$ cat src/rtl/serial_ripple_subtractor_if.sv
// ---------------------------------------------------------------------------
// serial_ripple_subtractor_if
//
// Purpose: bundles the start/busy/done handshake, the operand bus and the
// result bus of the bit-serial subtractor into one interface.
//
// Signals:
//   start  request, driven by the master
//   A, B   minuend / subtrahend (WIDTH bits), driven by the master
//   Bin    borrow-in, driven by the master
//   D      difference (WIDTH bits), driven by the slave
//   Bout   final borrow-out, driven by the slave
//   busy   high while bits are being processed, driven by the slave
//   done   one-cycle result-valid pulse, driven by the slave
//   V      signed overflow flag, driven by the slave
//          (present only when SERIAL_SUB_OVERFLOW_EN is defined)
//
// Modports:
//   master  the requester (drives operands, reads results)
//   slave   the subtractor itself
// ---------------------------------------------------------------------------
interface serial_ripple_subtractor_if #(
  parameter int WIDTH = 4
);
  logic             start;
  logic [WIDTH-1:0] A;
  logic [WIDTH-1:0] B;
  logic             Bin;
  logic [WIDTH-1:0] D;
  logic             Bout;
  logic             busy;
  logic             done;
`ifdef SERIAL_SUB_OVERFLOW_EN
  logic             V;
`endif

`ifdef SERIAL_SUB_OVERFLOW_EN
  modport master (output start, A, B, Bin, input D, Bout, busy, done, V);
  modport slave  (input start, A, B, Bin, output D, Bout, busy, done, V);
`else
  modport master (output start, A, B, Bin, input D, Bout, busy, done);
  modport slave  (input start, A, B, Bin, output D, Bout, busy, done);
`endif
endinterface

$ cat src/rtl/serial_ripple_subtractor.sv
// ---------------------------------------------------------------------------
// serial_ripple_subtractor
//
// Purpose: bit-serial subtractor computing D = A - B - Bin over WIDTH bits,
// one bit per clock, LSB first, through a single full-subtractor cell and a
// registered borrow. It is the checking partner of the ripple-carry adder:
// (A + B) - B must return A.
//
// Ports:
//   clk   rising-edge clock
//   rst   synchronous reset, active-high; overrides everything, aborts a
//         running operation without a done pulse
//   bus   serial_ripple_subtractor_if.slave
//           start      request, sampled only in IDLE or DONE
//           A, B, Bin  operands, captured on the accepted start
//           D, Bout    result, loaded when done rises and held until the
//                      next completed operation (or reset)
//           busy       high during the WIDTH processing cycles
//           done       one-cycle pulse when D/Bout become valid
//           V          signed overflow flag (SERIAL_SUB_OVERFLOW_EN only)
//
// Parameters:
//   WIDTH  operand/result width, must be >= 2
//
// Configuration macro:
//   SERIAL_SUB_OVERFLOW_EN  adds the signed overflow output V
//
// Timing: start accepted at edge 0, bits processed on edges 1..WIDTH,
// done high between edge WIDTH and WIDTH+1; one result every WIDTH+1 cycles.
// ---------------------------------------------------------------------------
module serial_ripple_subtractor #(
  parameter int WIDTH = 4
) (
  input  logic                        clk,
  input  logic                        rst,
  serial_ripple_subtractor_if.slave   bus
);

  localparam int CNT_W = $clog2(WIDTH);
  localparam logic [CNT_W-1:0] LAST_BIT = CNT_W'(WIDTH - 1);

  typedef enum logic [1:0] {
    IDLE = 2'd0,
    RUN  = 2'd1,
    DONE = 2'd2
  } state_t;

  state_t           state_q, state_d;
  logic [WIDTH-1:0] a_q, a_d;
  logic [WIDTH-1:0] b_q, b_d;
  logic             br_q, br_d;
  logic [CNT_W-1:0] cnt_q, cnt_d;
  logic [WIDTH-1:0] res_q, res_d;
  logic [WIDTH-1:0] d_q, d_d;
  logic             bout_q, bout_d;
`ifdef SERIAL_SUB_OVERFLOW_EN
  logic             a_msb_q, a_msb_d;
  logic             b_msb_q, b_msb_d;
  logic             v_q, v_d;
`endif

  logic             a_bit;
  logic             b_bit;
  logic             d_bit;
  logic             br_next;
  logic [WIDTH-1:0] res_shift;

  // The full-subtractor cell. The operand registers shift right every RUN
  // cycle, so bit 0 is always the bit currently being processed. The result
  // enters at the MSB end, so after WIDTH shifts the first (LSB) result bit
  // has travelled down to bit 0 and the word is in natural order.
  always_comb begin
    a_bit     = a_q[0];
    b_bit     = b_q[0];
    d_bit     = a_bit ^ b_bit ^ br_q;
    br_next   = (~a_bit & b_bit) | (~(a_bit ^ b_bit) & br_q);
    res_shift = {d_bit, res_q[WIDTH-1:1]};
  end

  // Next-state and datapath control. IDLE and DONE behave the same way on a
  // start (capture and run), which is what makes back-to-back operation
  // possible with exactly one DONE cycle between results. Without a start,
  // both fall to IDLE. D/Bout only change on the last RUN edge, so they hold
  // through IDLE and across a following RUN.
  always_comb begin
    state_d = state_q;
    a_d     = a_q;
    b_d     = b_q;
    br_d    = br_q;
    cnt_d   = cnt_q;
    res_d   = res_q;
    d_d     = d_q;
    bout_d  = bout_q;
`ifdef SERIAL_SUB_OVERFLOW_EN
    a_msb_d = a_msb_q;
    b_msb_d = b_msb_q;
    v_d     = v_q;
`endif

    case (state_q)
      IDLE, DONE: begin
        if (bus.start) begin
          a_d     = bus.A;
          b_d     = bus.B;
          br_d    = bus.Bin;
          cnt_d   = '0;
          res_d   = '0;
`ifdef SERIAL_SUB_OVERFLOW_EN
          a_msb_d = bus.A[WIDTH-1];
          b_msb_d = bus.B[WIDTH-1];
`endif
          state_d = RUN;
        end else begin
          state_d = IDLE;
        end
      end

      RUN: begin
        a_d   = {1'b0, a_q[WIDTH-1:1]};
        b_d   = {1'b0, b_q[WIDTH-1:1]};
        br_d  = br_next;
        res_d = res_shift;
        cnt_d = cnt_q + 1'b1;
        if (cnt_q == LAST_BIT) begin
          d_d     = res_shift;
          bout_d  = br_next;
`ifdef SERIAL_SUB_OVERFLOW_EN
          // Signed overflow: operands of opposite sign and a result whose
          // sign differs from the minuend.
          v_d     = (a_msb_q != b_msb_q) && (res_shift[WIDTH-1] != a_msb_q);
`endif
          state_d = DONE;
        end
      end

      default: state_d = IDLE;
    endcase
  end

  // State and datapath registers. Reset is synchronous and clears the
  // result too, so an aborted operation leaves nothing behind.
  always_ff @(posedge clk) begin
    if (rst) begin
      state_q <= IDLE;
      a_q     <= '0;
      b_q     <= '0;
      br_q    <= 1'b0;
      cnt_q   <= '0;
      res_q   <= '0;
      d_q     <= '0;
      bout_q  <= 1'b0;
`ifdef SERIAL_SUB_OVERFLOW_EN
      a_msb_q <= 1'b0;
      b_msb_q <= 1'b0;
      v_q     <= 1'b0;
`endif
    end else begin
      state_q <= state_d;
      a_q     <= a_d;
      b_q     <= b_d;
      br_q    <= br_d;
      cnt_q   <= cnt_d;
      res_q   <= res_d;
      d_q     <= d_d;
      bout_q  <= bout_d;
`ifdef SERIAL_SUB_OVERFLOW_EN
      a_msb_q <= a_msb_d;
      b_msb_q <= b_msb_d;
      v_q     <= v_d;
`endif
    end
  end

  // Outputs come straight from registers (busy/done are decodes of the
  // state register), so nothing on the input side reaches them within a
  // cycle.
  always_comb begin
    bus.D    = d_q;
    bus.Bout = bout_q;
    bus.busy = (state_q == RUN);
    bus.done = (state_q == DONE);
`ifdef SERIAL_SUB_OVERFLOW_EN
    bus.V    = v_q;
`endif
  end

endmodule
$ cat src/flat_wrapper.sv
// flat-port wrapper written by rule: the top's interface ports become plain ports
module serial_ripple_subtractor_flat 
#(
  parameter int WIDTH = 4
)
  (clk, rst, bus_start, bus_A, bus_B, bus_Bin, bus_D, bus_Bout, bus_busy, bus_done);
  serial_ripple_subtractor_if #(.WIDTH(WIDTH)) bus_i ();
  input  logic clk;
  input  logic rst;
  input wire logic [$bits(bus_i.start)-1:0] bus_start;
  input wire logic [$bits(bus_i.A)-1:0] bus_A;
  input wire logic [$bits(bus_i.B)-1:0] bus_B;
  input wire logic [$bits(bus_i.Bin)-1:0] bus_Bin;
  output wire logic [$bits(bus_i.D)-1:0] bus_D;
  output wire logic [$bits(bus_i.Bout)-1:0] bus_Bout;
  output wire logic [$bits(bus_i.busy)-1:0] bus_busy;
  output wire logic [$bits(bus_i.done)-1:0] bus_done;
  assign bus_i.start = bus_start;
  assign bus_i.A = bus_A;
  assign bus_i.B = bus_B;
  assign bus_i.Bin = bus_Bin;
  assign bus_D = bus_i.D;
  assign bus_Bout = bus_i.Bout;
  assign bus_busy = bus_i.busy;
  assign bus_done = bus_i.done;
  serial_ripple_subtractor #(.WIDTH(WIDTH)) u_core (.clk(clk), .rst(rst), .bus(bus_i));
endmodule
$ cat config.mk
export PLATFORM = sky130hd
export DESIGN_NAME = serial_ripple_subtractor_flat
export DESIGN_NICKNAME = d
export VERILOG_FILES = /design/src/rtl/serial_ripple_subtractor_if.sv /design/src/rtl/serial_ripple_subtractor.sv /design/src/flat_wrapper.sv
export SDC_FILE = /design/constraint.sdc
export NUM_CORES = 1
export LEC_CHECK = 0
export ABC_AREA = 1
export CAP_MARGIN = 0
export CELL_PAD_IN_SITES_DETAIL_PLACEMENT = 0
export CELL_PAD_IN_SITES_GLOBAL_PLACEMENT = 2
export CORE_MARGIN = 8
export CORE_UTILIZATION = 27
export DETAILED_ROUTE_END_ITERATION = 8
export PLACE_DENSITY_LB_ADDON = 0.3
export SYNTH_ARGS = -nofsm -noshare
export SYNTH_HDL_FRONTEND = slang
export SYNTH_SLANG_ARGS = --single-unit
$ cat constraint.sdc
create_clock -name clk -period 1.5 [get_ports clk]
set_input_delay 0.15 -clock clk [delete_from_list [all_inputs] [get_ports clk]]
set_output_delay 0.15 -clock clk [all_outputs]
set_load 0.005 [all_outputs]
; After elaboration in Yosys (flattened, before gate mapping)
; Index checks and enable logic that the tools add are counted.
[op_classes]
addsub = 1
reduce_logical = 5
n_bitwise = 7
n_eq_ne = 5
mux = 13
[op_table]
columns = operator, n
row1 = $pmux 4 s2, 3
row2 = $mux 4, 3
row3 = $pmux 2 s2, 2
row4 = $eq 2x2->1 const B, 2
row5 = $mux 2, 2
row6 = $reduce_and 2->1, 2
row7 = $add 2x1->2 const B, 1
row8 = $and 1x1->1, 2
row9 = $eq 2x1->1 const B, 1
row10 = $logic_not 2->1, 1
row11 = $mux 1, 2
row12 = $ne 2x1->1 const B, 1
row13 = $ne 2x2->1 const B, 1
row14 = $not 1->1, 2
row15 = $pmux 1 s2, 1
row16 = $reduce_bool 2->1, 1
row17 = $reduce_or 2->1, 1
row18 = $xor 1x1->1, 2
row19 = $or 1x1->1, 1
[totals]
reg_bits = 22

; Depth between registers and ports, before layout
; Gate-level depths: netlist of run 1.
[depth]
word_depth = 5
mapped_depth = 6

; Least setup slack after synthesis of run 1
; Ideal clock, no wire load.
[synth_timing]
path_type = reg-to-reg
from = register u_core.b_q[0]
to = register u_core.br_q
path_buffers = 0
required_time_ns = 1.436
synth_period_minus_slack_ns = 1.115
path_slack_ns = 0.385
stages_incl_launch_ff = 7
t_arrival_ns = 1.051
path_cell_list = dfxtp_1 > inv_1 > fa_1 > nand3b_1 > nand2_1 > nor2_1 > nor2_1
[synth_between]
elab_chain_len = 5
word_cells_on_any_way = 6
classes_between = 1 x mux / 5 x bitwise
[synth_rtl]
columns = item, line_no
row1 = "start, declared", serial_ripple_subtractor.sv:50  ; logic [WIDTH-1:0] b_q, b_d;
row2 = "start signal, assigned", serial_ripple_subtractor.sv:146  ; b_q <= '0;
row3 = "start signal, assigned", serial_ripple_subtractor.sv:160  ; b_q <= b_d;
row4 = $xor 1x1->1, serial_ripple_subtractor.sv:76  ; br_next = (~a_bit & b_bit) | (~(a_bit ^ b_bit) & br_q);
row5 = $not 1->1, serial_ripple_subtractor.sv:76
row6 = $and 1x1->1, serial_ripple_subtractor.sv:76
row7 = $or 1x1->1 *, serial_ripple_subtractor.sv:76
row8 = $pmux 1 s2 *, serial_ripple_subtractor.sv:100  ; case (state_q)
row9 = "end signal, assigned", serial_ripple_subtractor.sv:161  ; br_q <= br_d;
row10 = "end, declared", serial_ripple_subtractor.sv:51  ; logic br_q, br_d;
; Mark *: on every way between the ends. The rest lies on a longest branch, timed or not.
; A chain may end at the register's enable or synchronous reset.

; Worst setup path in the final report of run 1
[layout_timing]
from = register u_core.state_q[1]
to = output port bus_done
[layout_between]
elab_chain_len = 1
[layout_rtl]
columns = item, line_no
row1 = "start, declared", serial_ripple_subtractor.sv:48  ; state_t state_q, state_d;
row2 = "start signal, assigned", serial_ripple_subtractor.sv:158  ; state_q <= state_d;
row3 = $eq 2x2->1, serial_ripple_subtractor.sv:181  ; bus.done = (state_q == DONE);
row4 = "end, declared", flat_wrapper.sv:17  ; output wire logic [$bits(bus_i.done)-1:0] bus_done;
; Every way passes these cells.

==> summary.md, run 1 <==
| Metric | Value |
|---|---|
| Commonest non-fill, non-tap cells in the layout | nand3_1, nand2_1, dfxtp_1 |
| H-tree Lvls | 1 |
| Synth unique cells | 17 |
| Adder-Cell Fraction of Synth Area | 3.53% |
| Ratio of cells with drive above 1 in the final layout | 11.8% |
| ANT nets after route | 0 |
| Fmax | 705 MHz |
| DRC | 0 |
| Synth Area in Compound Gates | 5.97% |
| Cell row count | 21 |
| Max-slew headroom | 72.7% |
| Tot Pwr | 1.08 mW |
| Post-synthesis cell count | 123 |
| Filler cells | 388 |
| Status | finished, final reports clean |
| CTS tree | yes |
| Largest net degree at the start of global routing | 22 |
| Synthesis-stage register bit count | 21 |
| WL per Instance | 11.3 µm |
| GRT Total Usage | 8.09% |
| Total grt overflow | 0 |
| Ys Warns | 0 |
| Clk slew on worst S/H paths | 0.12 ns |
| Largest family of logic cells by synthesized area | simple AND/OR/NAND/NOR gates |
| Detailed-router iteration count before antenna repair | 2 |
| Clk_lat worst skew | 0.30 ns |
| Detailed-route via count | 823 |
| Syn_nets | 137 |
| CTS max path bufs | 2 |
| Post-Route Setup TNS | 0 ns |
| Multi-input gate area | 398 µm² |
| Worst-Margin Slew | 0.408 ns |
| Max cap viols | 0 |
| Clock Sinks | 21 |
| Starting Density | 27.9% |
| Die height | 74.4 µm |
| Commonest non-fill, non-tap cell in the layout | nand3_1 |
| Layout Area Growth over Synthesis | 28.2% |
| Post-synthesis xor/xnor area fraction | 0% |
| Cts hold-fix bufs | 0 |
| Die W | 74.4 µm |
| Post-Syn Area | 922 µm² |
| Post-layout net count | 159 |
| Antenna diodes | 0 |
| Max VDD drop | 0.315 mV |
| Hpwl dp | 1600 µm |
| Num CTS Buffers | 3 |
| Port Buffers | 18 |
| First-pass GRT wire length | 3450 µm |
| Simple-Gate Fraction of Synth Area | 33.6% |
| I/O Pins | 19 |
| Final WL | 2140 µm |
| Pwr dens | 916 nW/µm² |
| Final setup vio count | 0 |
| CP arrival | 1.27 ns |
| Worst hold path class | in -> reg |
| GP Congestion | 0.719 |
| Critical Path Fanout Max | 3 |
| Worst setup SP type | register |
| Mean Syn Cell Area | 7.50 µm² |
| Final Hold Fails | 0 |
| Vias in the first global route | 775 |
| Die area | 5540 µm² |
| CORE AREA | 3310 µm² |
| P_leak | 0.497 nW |
| Clk root buf | clkbuf_4 |
| Post-synthesis mux area share | 0% |
| Period Utilization, post-route | 94.6% |
| DR iter-0 viols | 31 |
| Pins Over Slew Limit | 0 |
| Antenna violations before repair | 0 |
| Post-synthesis sequential area ratio | 45.6% |
| Critical Path RT | 1.35 ns |
| Final min period | 1.42 ns |
| Final setup skew | 0.00373 ns |
| RSZ-0062 raised after global routing | no |
| Seq. cell area | 423 µm² |
| Critical path endpoint category | primary output |
| DR vias/cell | 4.33 |
| Critical path type | reg -> out |
-- kinds of logic after synthesis --
kind of cell | count (synthesis)
buf+inv | 21
compound gates | 11
fa+ha+maj | 2
simple gates | 68
flops | 21
-- through the flow --
stage	utilization [%]	hold slack (ns)	area [µm²]	worst slack, ns	cells
after global placement	34.6	0.451	1150	0.134	185
after global routing	35.7	0.380	1180	0.00177	190
after detailed placement	34.6	0.455	1150	0.100	185
after floorplan	-	0.292	922	0.385	123
after CTS	35.5	0.375	1170	0.0210	189
final	35.7	0.394	1180	0.0809	190
-- where the power goes --
part / total [mW] / leakage (nW) / switching [mW] / internal [mW]
combinational: 0.203 / 0.307 / 0.113 / 0.0901
sequential: 0.606 / 0.173 / 0.0152 / 0.591
clock: 0.273 / 0.0177 / 0.174 / 0.0994
total: 1.08 / 0.497 / 0.302 / 0.781
-- metal layers --
metal	vias to the layer above	global-route usage [%]	wire, µm
met5	-	0	0
met4	0	4.57	17
met3	2	1.75	51
met2	7	12.2	994
met1	376	10.3	1080
li1	438	-	-
-- layout make-up --
cell class	instances	share of cell area, %
sequential	21	35.8
multi-input combinational	81	33.7
tap	46	4.87
clock inverter	1	0.423
timing repair buffer	24	18.9
inverter	14	4.44
clock buffer	3	1.90
-- worst paths after layout --
check | from | end | slack [ns] | cells after the start
worst min-delay path | bus_B[3] | u_core.b_q[3]$_SDFFE_PP0P_ | 0.39 | 3
worst min register to register | u_core.res_q[2]$_SDFFE_PP0P_ | u_core.bus.D[1]$_SDFFE_PP0P_ | 0.47 | 2
worst max-delay path | u_core.state_q[1]$_SDFFE_PP0P_ | bus_done | 0.08 | 3
worst max register to register | u_core.b_q[0]$_SDFFE_PP0P_ | u_core.br_q$_SDFFE_PP0P_ | 0.25 | 6
-- synthesized netlist by cell type --
master    count  area [µm²]
inv_2         2        7.51
ha_1          1        12.5
fa_1          1        20.0
buf_2         2        10.0
o21ai_0       2        10.0
buf_6         1        11.3
nand3_1      25         125
nor2_4        1        11.3
a21oi_1       9        45.0
inv_1        12        45.0
nand2_1      23        86.3
nor3_1        6        30.0
dfxtp_1      21         420
nand3b_1      1        7.51
nand2_2       2        12.5
nor2_1       10        37.5
buf_4         4        30.0
-- sequential cells by signal (all words and copies together) (netlist names) --
signal           flops
u_core.a_q           4
u_core.b_q           4
u_core.br_q          1
u_core.bus.Bout      1
u_core.bus.D         4
u_core.cnt_q         2
u_core.res_q         3
u_core.state_q       2
-- critical path, cell delays in order (launching register included) --
cell             delay (ns)
dfxtp_2                0.35
inv_2                  0.04
nor2_1                 0.07
clkdlybuf4s50_1        0.51
-- what timing repair did --
item / CTS / global route
endpoints found under the setup margin: 2 / 1
gates resized for setup: 3 / 0
gates cloned: 0 / 0
pin swaps: 0 / 0
buffers inserted: 0 / 1
No activity file was read; power rests on OpenSTA's default activity.
==> run 2, diff against run 1 <==
Settings changed: CORE_UTILIZATION 27 to 29, CTS_BUF_LIST from default to sky130_fd_sc_hd__clkbuf_2.
==> run 2 against run 1 <==
Clock skew grew 0.012 ns. Global-route usage grew 0.67 points. Maximum frequency grew 2.1%. Critical endpoint is now bus_busy. Largest cell class unchanged. Highest routed layer unchanged.
==> summary.md, run 2 (synthesis gave the netlist of run 1 again) <==
| Metric | Value |
|---|---|
| Tot Pwr | 1.05 mW |
| Final setup skew | 0.0153 ns |
| Post-Route Setup TNS | 0 ns |
| DR vias/cell | 4.43 |
| GP Congestion | 0.721 |
| Max-slew headroom | 68.0% |
| Num CTS Buffers | 3 |
| DRC | 0 |
| Vias in the first global route | 785 |
| I/O Pins | 19 |
| Final setup vio count | 0 |
| Starting Density | 30.5% |
| Die height | 72.4 µm |
| WL per Instance | 11.4 µm |
| Critical Path RT | 1.35 ns |
| Pins Over Slew Limit | 0 |
| Die W | 72.4 µm |
| Cell row count | 20 |
| Clk root buf | clkbuf_2 |
| GRT Total Usage | 8.75% |
| First-pass GRT wire length | 3650 µm |
| Seq. cell area | 422 µm² |
| DR iter-0 viols | 55 |
| Pwr dens | 901 nW/µm² |
| H-tree Lvls | 1 |
| Clk slew on worst S/H paths | 0.20 ns |
| Worst setup SP type | register |
| CP arrival | 1.24 ns |
| Detailed-router iteration count before antenna repair | 4 |
| Final Hold Fails | 0 |
| Post-Layout Cell Count | 188 |
| RSZ-0062 raised after global routing | no |
| Largest net degree at the start of global routing | 22 |
| Final core utilization | 38.6% |
| Worst hold margin | 0.375 ns |
| Worst hold path class | in -> reg |
| Max VDD drop | 0.641 mV |
| Period Utilization, post-route | 92.6% |
| Max cap viols | 0 |
| ANT nets after route | 0 |
| Hpwl dp | 1550 µm |
| Antenna violations before repair | 0 |
| Critical Path Fanout Max | 3 |
| Port Buffers | 18 |
| Commonest non-fill, non-tap cells in the layout | nand3_1, nand2_1, dfxtp_1 |
| P_leak | 0.501 nW |
| Cts hold-fix bufs | 0 |
| Final WL | 2150 µm |
| Final min period | 1.39 ns |
| Antenna diodes | 0 |
| Fmax | 720 MHz |
| Status | finished, final reports clean |
| Layout Area Growth over Synthesis | 26.9% |
| Multi-input gate area | 398 µm² |
| Commonest non-fill, non-tap cell in the layout | nand3_1 |
| Post-layout net count | 159 |
| Filler cells | 343 |
| Die area | 5240 µm² |
| Critical path type | reg -> out |
| Clock Sinks | 21 |
| CTS tree | yes |
| DP Cell Count | 182 |
| Total grt overflow | 0 |
| Worst-Margin Slew | 0.479 ns |
| Critical path endpoint category | primary output |
| Ratio of cells with drive above 1 in the final layout | 11.1% |
| Clk_lat worst skew | 0.32 ns |
| CTS max path bufs | 2 |
| Detailed-route via count | 832 |
| CORE AREA | 3030 µm² |
run 2: cell count changes in the layout (fill, tap and decap cells not counted), sizes merged:
cell / delta
dlygate4sd2: +1
clkinv: -1
clkdlybuf4s50: -1
clkbuf: +1
run 2: power breakdown:
part	switching [mW]	total (mW)	internal (mW)
Clock	0.172	0.242	0.0706
Sequential	0.0137	0.606	0.592
Combinational	0.114	0.206	0.0921
run 2: stage by stage:
step,worst slack [ns],instance area [µm²]
floorplan,0.385,922
global placement,0.125,1140
detailed placement,0.105,1140
CTS,0.0772,1170
global route,0.0149,1170
finish,0.110,1170
run 2: cell type report:
cell class	instances	share of cell area, %
clock buffer	4	1.71
inverter	14	4.49
multi-input combinational	81	34.0
sequential	21	36.0
tap	44	4.71
timing repair buffer	24	19.0
run 2: timing repair:
action                     in CTS  in global routing
gates resized for setup         3                  0
setup buffers                   2                  0
setup endpoints to repair       2                  0
run 2: final timing paths:
| check | start | end | slack [ns] | cells past startpoint |
|---|---|---|---|---|
| hold reg to reg | u_core.bus.D[0]$_SDFFE_PP0P_ | u_core.bus.D[0]$_SDFFE_PP0P_ | 0.48 | 2 |
| setup / recovery | u_core.state_q[0]$_SDFFE_PP0P_ | bus_busy | 0.11 | 4 |
| hold / removal | bus_A[3] | u_core.a_q[3]$_SDFFE_PP0P_ | 0.38 | 3 |
| setup reg to reg | u_core.state_q[0]$_SDFFE_PP0P_ | u_core.br_q$_SDFFE_PP0P_ | 0.22 | 6 |
run 2: per-layer routing:
| metal | vias up | wire length, µm | GRT usage (%) |
|---|---|---|---|
| li1 | 437 | - | - |
| met2 | 16 | 988 | 13.7 |
| met5 | - | 0 | 0 |
| met4 | 0 | 14 | 2.67 |
| met3 | 2 | 118 | 3.99 |
| met1 | 377 | 1020 | 10.4 |
run 2: critical path: stages, from the launching register on:
cell and delay (ns):
dfxtp_2 0.37, buf_4 0.10, inv_2 0.05, nor2_4 0.13, dlygate4sd2_1 0.26
==> run 3, diff against run 2 <==
Settings changed: SLEW_MARGIN from default to 5.
==> results of run 3 <==
Final layout, timing and power as in run 2 (identical DEF).
